**config.mk**
```make
export PLATFORM = sky130hd
export DESIGN_NAME = serial_bus_arbiter
export DESIGN_NICKNAME = d
export VERILOG_FILES = /design/src/rtl/serial_bus_pkg.sv /design/src/rtl/serial_bus_arbiter_picker.sv /design/src/rtl/serial_bus_arbiter.sv
export SDC_FILE = /design/constraint.sdc
export NUM_CORES = 1
export LEC_CHECK = 0
export ABC_AREA = 1
export CORE_AREA = 2 2 56 58
export DETAILED_ROUTE_END_ITERATION = 8
export DIE_AREA = 0 0 58 60
export PLACE_DENSITY = 0.66
export RECOVER_POWER = 100
export SYNTH_ARGS = -nofsm -noshare
export SYNTH_HDL_FRONTEND = slang
export SYNTH_HIERARCHICAL = 1
export SYNTH_SLANG_ARGS = --single-unit
export TNS_END_PERCENT = 1
```
**constraint.sdc**
```tcl
create_clock -name clk -period 4.3 [get_ports clk]
set_clock_uncertainty 0.15 [all_clocks]
set_input_delay 0.86 -clock clk [delete_from_list [all_inputs] [get_ports clk]]
set_output_delay 0.86 -clock clk [all_outputs]
set_load 0.05 [all_outputs]
```
**src/rtl/serial_bus_pkg.sv**
```systemverilog
// Shared types and sizing helpers for the serial bus arbiter.
package serial_bus_pkg;

  typedef enum logic [1:0] {
    ST_IDLE,
    ST_GRANT,
    ST_BUSY
  } arb_state_t;

  localparam int unsigned MASTER_NO_DEF = 2;

  function automatic int unsigned msel_w(input int unsigned n);
    return (n < 2) ? 1 : $clog2(n);
  endfunction

  localparam int unsigned MSEL_W_DEF = msel_w(MASTER_NO_DEF);

endpackage

```
**src/rtl/serial_bus_arbiter_picker.sv**
```systemverilog
// Round-robin picker: first requesting index after last_owner, wrapping modulo N.
module rr_priority_picker
  import serial_bus_pkg::*;
#(
  parameter int unsigned N = MASTER_NO_DEF,
  parameter int unsigned W = msel_w(N)
) (
  input  logic [N-1:0] req,
  input  logic [W-1:0] last_owner,
  output logic         valid,
  output logic [W-1:0] index
);

  logic [W-1:0] cand;

  always_comb begin
    valid = 1'b0;
    index = '0;
    cand  = '0;
    for (int unsigned i = 1; i <= N; i++) begin
      cand = W'((32'(last_owner) + i) % N);
      if (!valid && req[cand]) begin
        valid = 1'b1;
        index = cand;
      end
    end
  end

endmodule

```
**src/rtl/serial_bus_arbiter.sv**
```systemverilog
// Round-robin bus arbiter with grant timeout and single-entry split parking.
module serial_bus_arbiter
  import serial_bus_pkg::*;
#(
  parameter int unsigned MASTER_NO     = MASTER_NO_DEF,
  parameter int unsigned GRANT_TIMEOUT = 4,
  localparam int unsigned MSEL_W       = msel_w(MASTER_NO)
) (
  input  logic                 clk,
  input  logic                 rst,
  input  logic [MASTER_NO-1:0] bus_req,
  input  logic [MASTER_NO-1:0] bus_util,
  input  logic                 s_split,
  input  logic                 s_split_done,
  output logic [MASTER_NO-1:0] bus_grant,
  output logic [MASTER_NO-1:0] split_en,
  output logic [MSEL_W-1:0]    master_sel,
  output logic                 bus_busy
);

  localparam int unsigned CNT_W = $clog2(GRANT_TIMEOUT + 1);
  localparam logic [MASTER_NO-1:0] LSB_ONE = MASTER_NO'(1);

  arb_state_t               state_q, state_d;
  logic [MSEL_W-1:0]        last_owner_q, last_owner_d;
  logic [MSEL_W-1:0]        split_id_q, split_id_d;
  logic                     split_pending_q, split_pending_d;
  logic                     split_ready_q, split_ready_d;
  logic [CNT_W-1:0]         cnt_q, cnt_d;
  logic [MASTER_NO-1:0]     grant_d, split_en_d;
  logic [MSEL_W-1:0]        sel_d;
  logic                     busy_d;

  logic [MASTER_NO-1:0]     park_mask, eligible;
  logic                     pick_valid, resume;
  logic [MSEL_W-1:0]        pick_idx;

  // A parked master stays out of the normal search; once its slave is ready it is resumed first.
  assign park_mask = split_pending_q ? (LSB_ONE << split_id_q) : '0;
  assign eligible  = bus_req & ~park_mask;
  assign resume    = split_pending_q && split_ready_q && bus_req[split_id_q];

  rr_priority_picker #(
    .N (MASTER_NO),
    .W (MSEL_W)
  ) u_picker (
    .req        (eligible),
    .last_owner (last_owner_q),
    .valid      (pick_valid),
    .index      (pick_idx)
  );

  always_comb begin
    state_d         = state_q;
    last_owner_d    = last_owner_q;
    split_id_d      = split_id_q;
    split_pending_d = split_pending_q;
    split_ready_d   = split_ready_q;
    cnt_d           = cnt_q;
    grant_d         = bus_grant;
    split_en_d      = '0;
    sel_d           = master_sel;
    busy_d          = bus_busy;

    if (s_split_done && split_pending_q) split_ready_d = 1'b1;

    unique case (state_q)
      ST_IDLE: begin
        if (resume || pick_valid) begin
          sel_d   = resume ? split_id_q : pick_idx;
          grant_d = LSB_ONE << (resume ? split_id_q : pick_idx);
          busy_d  = 1'b1;
          cnt_d   = CNT_W'(1);
          state_d = ST_GRANT;
          if (resume) begin
            split_pending_d = 1'b0;
            split_ready_d   = 1'b0;
          end
        end
      end
      ST_GRANT: begin
        if (bus_util[master_sel]) begin
          state_d = ST_BUSY;
        end else if (!bus_req[master_sel] || cnt_q == CNT_W'(GRANT_TIMEOUT)) begin
          grant_d      = '0;
          busy_d       = 1'b0;
          cnt_d        = '0;
          last_owner_d = master_sel;
          state_d      = ST_IDLE;
        end else begin
          cnt_d = cnt_q + CNT_W'(1);
        end
      end
      ST_BUSY: begin
        if (s_split && !split_pending_q) begin
          split_en_d      = bus_grant;
          split_id_d      = master_sel;
          split_pending_d = 1'b1;
          split_ready_d   = 1'b0;
          grant_d         = '0;
          busy_d          = 1'b0;
          cnt_d           = '0;
          last_owner_d    = master_sel;
          state_d         = ST_IDLE;
        end else if (!bus_util[master_sel]) begin
          grant_d      = '0;
          busy_d       = 1'b0;
          cnt_d        = '0;
          last_owner_d = master_sel;
          state_d      = ST_IDLE;
        end
      end
      default: state_d = ST_IDLE;
    endcase
  end

  always_ff @(posedge clk or posedge rst) begin
    if (rst) begin
      state_q         <= ST_IDLE;
      last_owner_q    <= MSEL_W'(MASTER_NO - 1);
      split_id_q      <= '0;
      split_pending_q <= 1'b0;
      split_ready_q   <= 1'b0;
      cnt_q           <= '0;
      bus_grant       <= '0;
      split_en        <= '0;
      master_sel      <= '0;
      bus_busy        <= 1'b0;
    end else begin
      state_q         <= state_d;
      last_owner_q    <= last_owner_d;
      split_id_q      <= split_id_d;
      split_pending_q <= split_pending_d;
      split_ready_q   <= split_ready_d;
      cnt_q           <= cnt_d;
      bus_grant       <= grant_d;
      split_en        <= split_en_d;
      master_sel      <= sel_d;
      bus_busy        <= busy_d;
    end
  end

endmodule

```
==> results_dict.tcl <==
set metrics [dict create \
    whs_ps 317.6 \
    start_util_pct 34.40 \
    dp_hpwl_um 1573 \
    tightest_slew_ps 602.5 \
    syn_nets 148 \
    p_seq_share_pct 31.0 \
    ios 14 \
    synth_mux_area_share_pct 0 \
    grt_max_degree 16 \
    hold_violations 0 \
    grt_pass1_wl_um 3360 \
    p_clk_share_pct 11.3 \
    rsz0062_at_grt "false" \
    die-area_sq_mm 0.003480 \
    arrival_ps 1670 \
    grt_remaining_overflow 0 \
    p_sw_uw 374.7 \
    drc 0 \
    hold_buffers 0 \
    cts_setup_buffers 0 \
    ir_drop_mv 0.4046 \
    num_rows 20 \
    synth-simple-area-share_pct 35.46 \
    grt_pass1_vias 818 \
    crit_slowest_cell "dlygate4sd3_1" \
    cpPeakStageDelay_ps 910 \
    path_buf_inv 1 \
    p_int_uw 368.5 \
    antenna_left 0 \
    synth_area_sq_um 998.5 \
    crit_family "buffers and inverters" \
    pwr_density_cell_mw_per_mm2 632.6 \
    first_pass_iters 4 \
    layout_setup_ws_ps 1616 \
    coreArea_sq_mm 0.002903 \
    critPathCaptureType "output pin" \
    nets 165 \
    gp_congestion 0.7564 \
    cap_violations 0 \
    synth_edf_count 0 \
    synth_top_cell_by_area "dfrtp_1" \
    via_per_inst 4.820 \
    layout_min_cycle_time_ps 2684 \
    p_leak_uw 0.0006387 \
    p_comb_share_pct 57.7 \
    cts-buffers-inserted 3 \
    clock.fmax_ghz 0.3725 \
    cts_resized 0 \
    synthFlopType "dfrtp_1" \
    placed_area_sq_mm 0.001162 \
    grt_usage_pct 12.72 \
    cp.required_ps 3290 \
    port_buffers 13 \
    final.setup.tns_ps 0 \
    cts_sinks 15 \
    path_class "register to output pin" \
    synthAdderAreaFrac_pct 7.519 \
    synth_top_family_by_area "simple AND/OR/NAND/NOR gates" \
    h-tree-depth 1 \
    clockRootBuffer "clkbuf_4" \
    async_flop_share_pct 100.0 \
    chipWidth_um 58 \
    syn2layout_area_growth_pct 17.67 \
    crit_start "master_sel" \
    cts_buffer_depth 2 \
    antenna_found_initial 0 \
    finish.instance_area_sq_mm 0.001175 \
    clk-insertion-delay-late_ps 290 \
    antenna_cells 0 \
    ys_seq_area_share_pct 37.72 \
    drtIter0Drc 27 \
    wl_per_cell_um 10.90 \
    routed_wl_um 1995 \
    synth_xor_area_share_pct 0.8772 \
    synth.distinct_cells 23 \
    synth_common_cells "nand2_1, inv_1, dfrtp_1" \
    synth-compound-area-share_pct 9.774 \
    yosys_warnings 6 \
    synth-seq-cells 15 \
    setup_viol 0 \
    clk_pin_slew_ps 90 \
    netlist_instances 134 \
    yosysMostFrequentCell "nand2_1" \
    drive_above_1_share_pct 10.00 \
    place_ws_ps 1808 \
    cp-start-kind "register" \
    maxSlewHeadroom_pct 59.79 \
    hp-class "register to register" \
    vias 882 \
    p_sw_share_pct 50.42 \
    maxSlewViolCount 0 \
    avgSynthCellArea_sq_um 7.451 \
    die_h_um 60 \
    total_power_uw 743.3 \
    timing.rr.start "state_q[1]" \
    holdCritStartpoint "last_owner_q" \
    crit_chain "dlygate4sd3_1" \
    synth_top_area_share_pct 35.09 \
    synth_area_leaders "dfrtp_1, nand2_1, ha_1, inv_1, nand3_1" \
    status "completed" \
    crit_fanout 6 \
    tritoncts "built" \
    post-route-period-util_pct 62.43 \
]
==> sequential cells by signal, summed over array words and instances, names as in the netlist, 2 cells and up <==
signal,count
bus_grant,2
state_q,2
cnt_q,3
split_en,2
==> per-stage QoR <==
stage	utilization [%]	instances
floorplan	-	134
global placement	40.04	179
detailed placement	40.04	179
CTS	40.99	183
global route	40.47	183
finish	40.47	183
==> routing by layer <==
layer  global-route usage, %  vias to the layer above  part of all wire (%)
li1                        -                      454                     -
met1                   16.78                      407                    49
met2                   20.94                       17                    46
met3                   1.948                        4                   4.1
met4                   4.983                        0                   1.1
met5                       0                        -                     0
==> worst register-to-register path, cell delays in order, from the launching register on <==
cell and delay, ps:
dfrtp_1 420, inv_1 90, ha_1 400, inv_1 70, o21ai_0 120, a21boi_0 250
nor2_2 80, nand2_1 70, nand2_1 50
==> power by group through the flow <==
stage          logic, uW  registers (uW)  clock network (uW)
4_1_cts              445             232                88.3
6_report             429             231                84.0
2_1_floorplan        283             287                   0
3_3_place_gp         435             233                   0
5_1_grt              485             238                93.1
3_5_place_dp         443             235                   0
==> cell type report <==
type	instances	area, sq um
Clock buffer	3	22.52
Inverter	21	78.83
Timing Repair Buffer	13	130.1
Tap cell	33	41.29
Multi-Input combinational cell	97	520.5
Clock inverter	1	5.005
Fill cell	312	1728
Sequential cell	15	376.6
==> cells in the final DEF, fill, tap and decap left out <==
master / instances
nor2_1: 6
nand4_1: 2
nor2_2: 1
dfrtp_1: 14
xor2_1: 1
a21oi_1: 2
or2_0: 1
clkinv_2: 1
inv_2: 2
o21ai_0: 6
clkbuf_4: 3
dfstp_2: 1
inv_1: 18
ha_1: 6
dlygate4sd3_1: 9
nand3b_1: 1
nand3_1: 11
nand2_1: 50
clkinv_1: 1
o21bai_4: 1
a21oi_4: 1
nand2_2: 3
a21boi_0: 3
nand2_4: 2
clkdlybuf4s50_1: 4
==> path summary, 6_finish.rpt <==
path | to | slack [ps] | cells after the start
max in group asynchronous | split_pending_q | 2690 | 2
min in group asynchronous | bus_grant[0] | 920 | 2
worst min register to register | last_owner_q | 320 | 2
worst min-delay path | last_owner_q | 320 | 2
worst max-delay path | master_sel | 1620 | 1
worst max register to register | bus_grant[0] | 2500 | 8
==> cells by family (layout without fill, tap and decap cells) <==
| group | Yosys count | count (layout) |
|---|---|---|
| xor+xnor | 1 | 1 |
| buf+inv | 22 | 38 |
| fa+ha+maj | 6 | 6 |
| flops | 15 | 15 |
| compound gates | 13 | 13 |
| simple gates | 77 | 77 |
No activity file was read; power rests on OpenSTA's default activity.
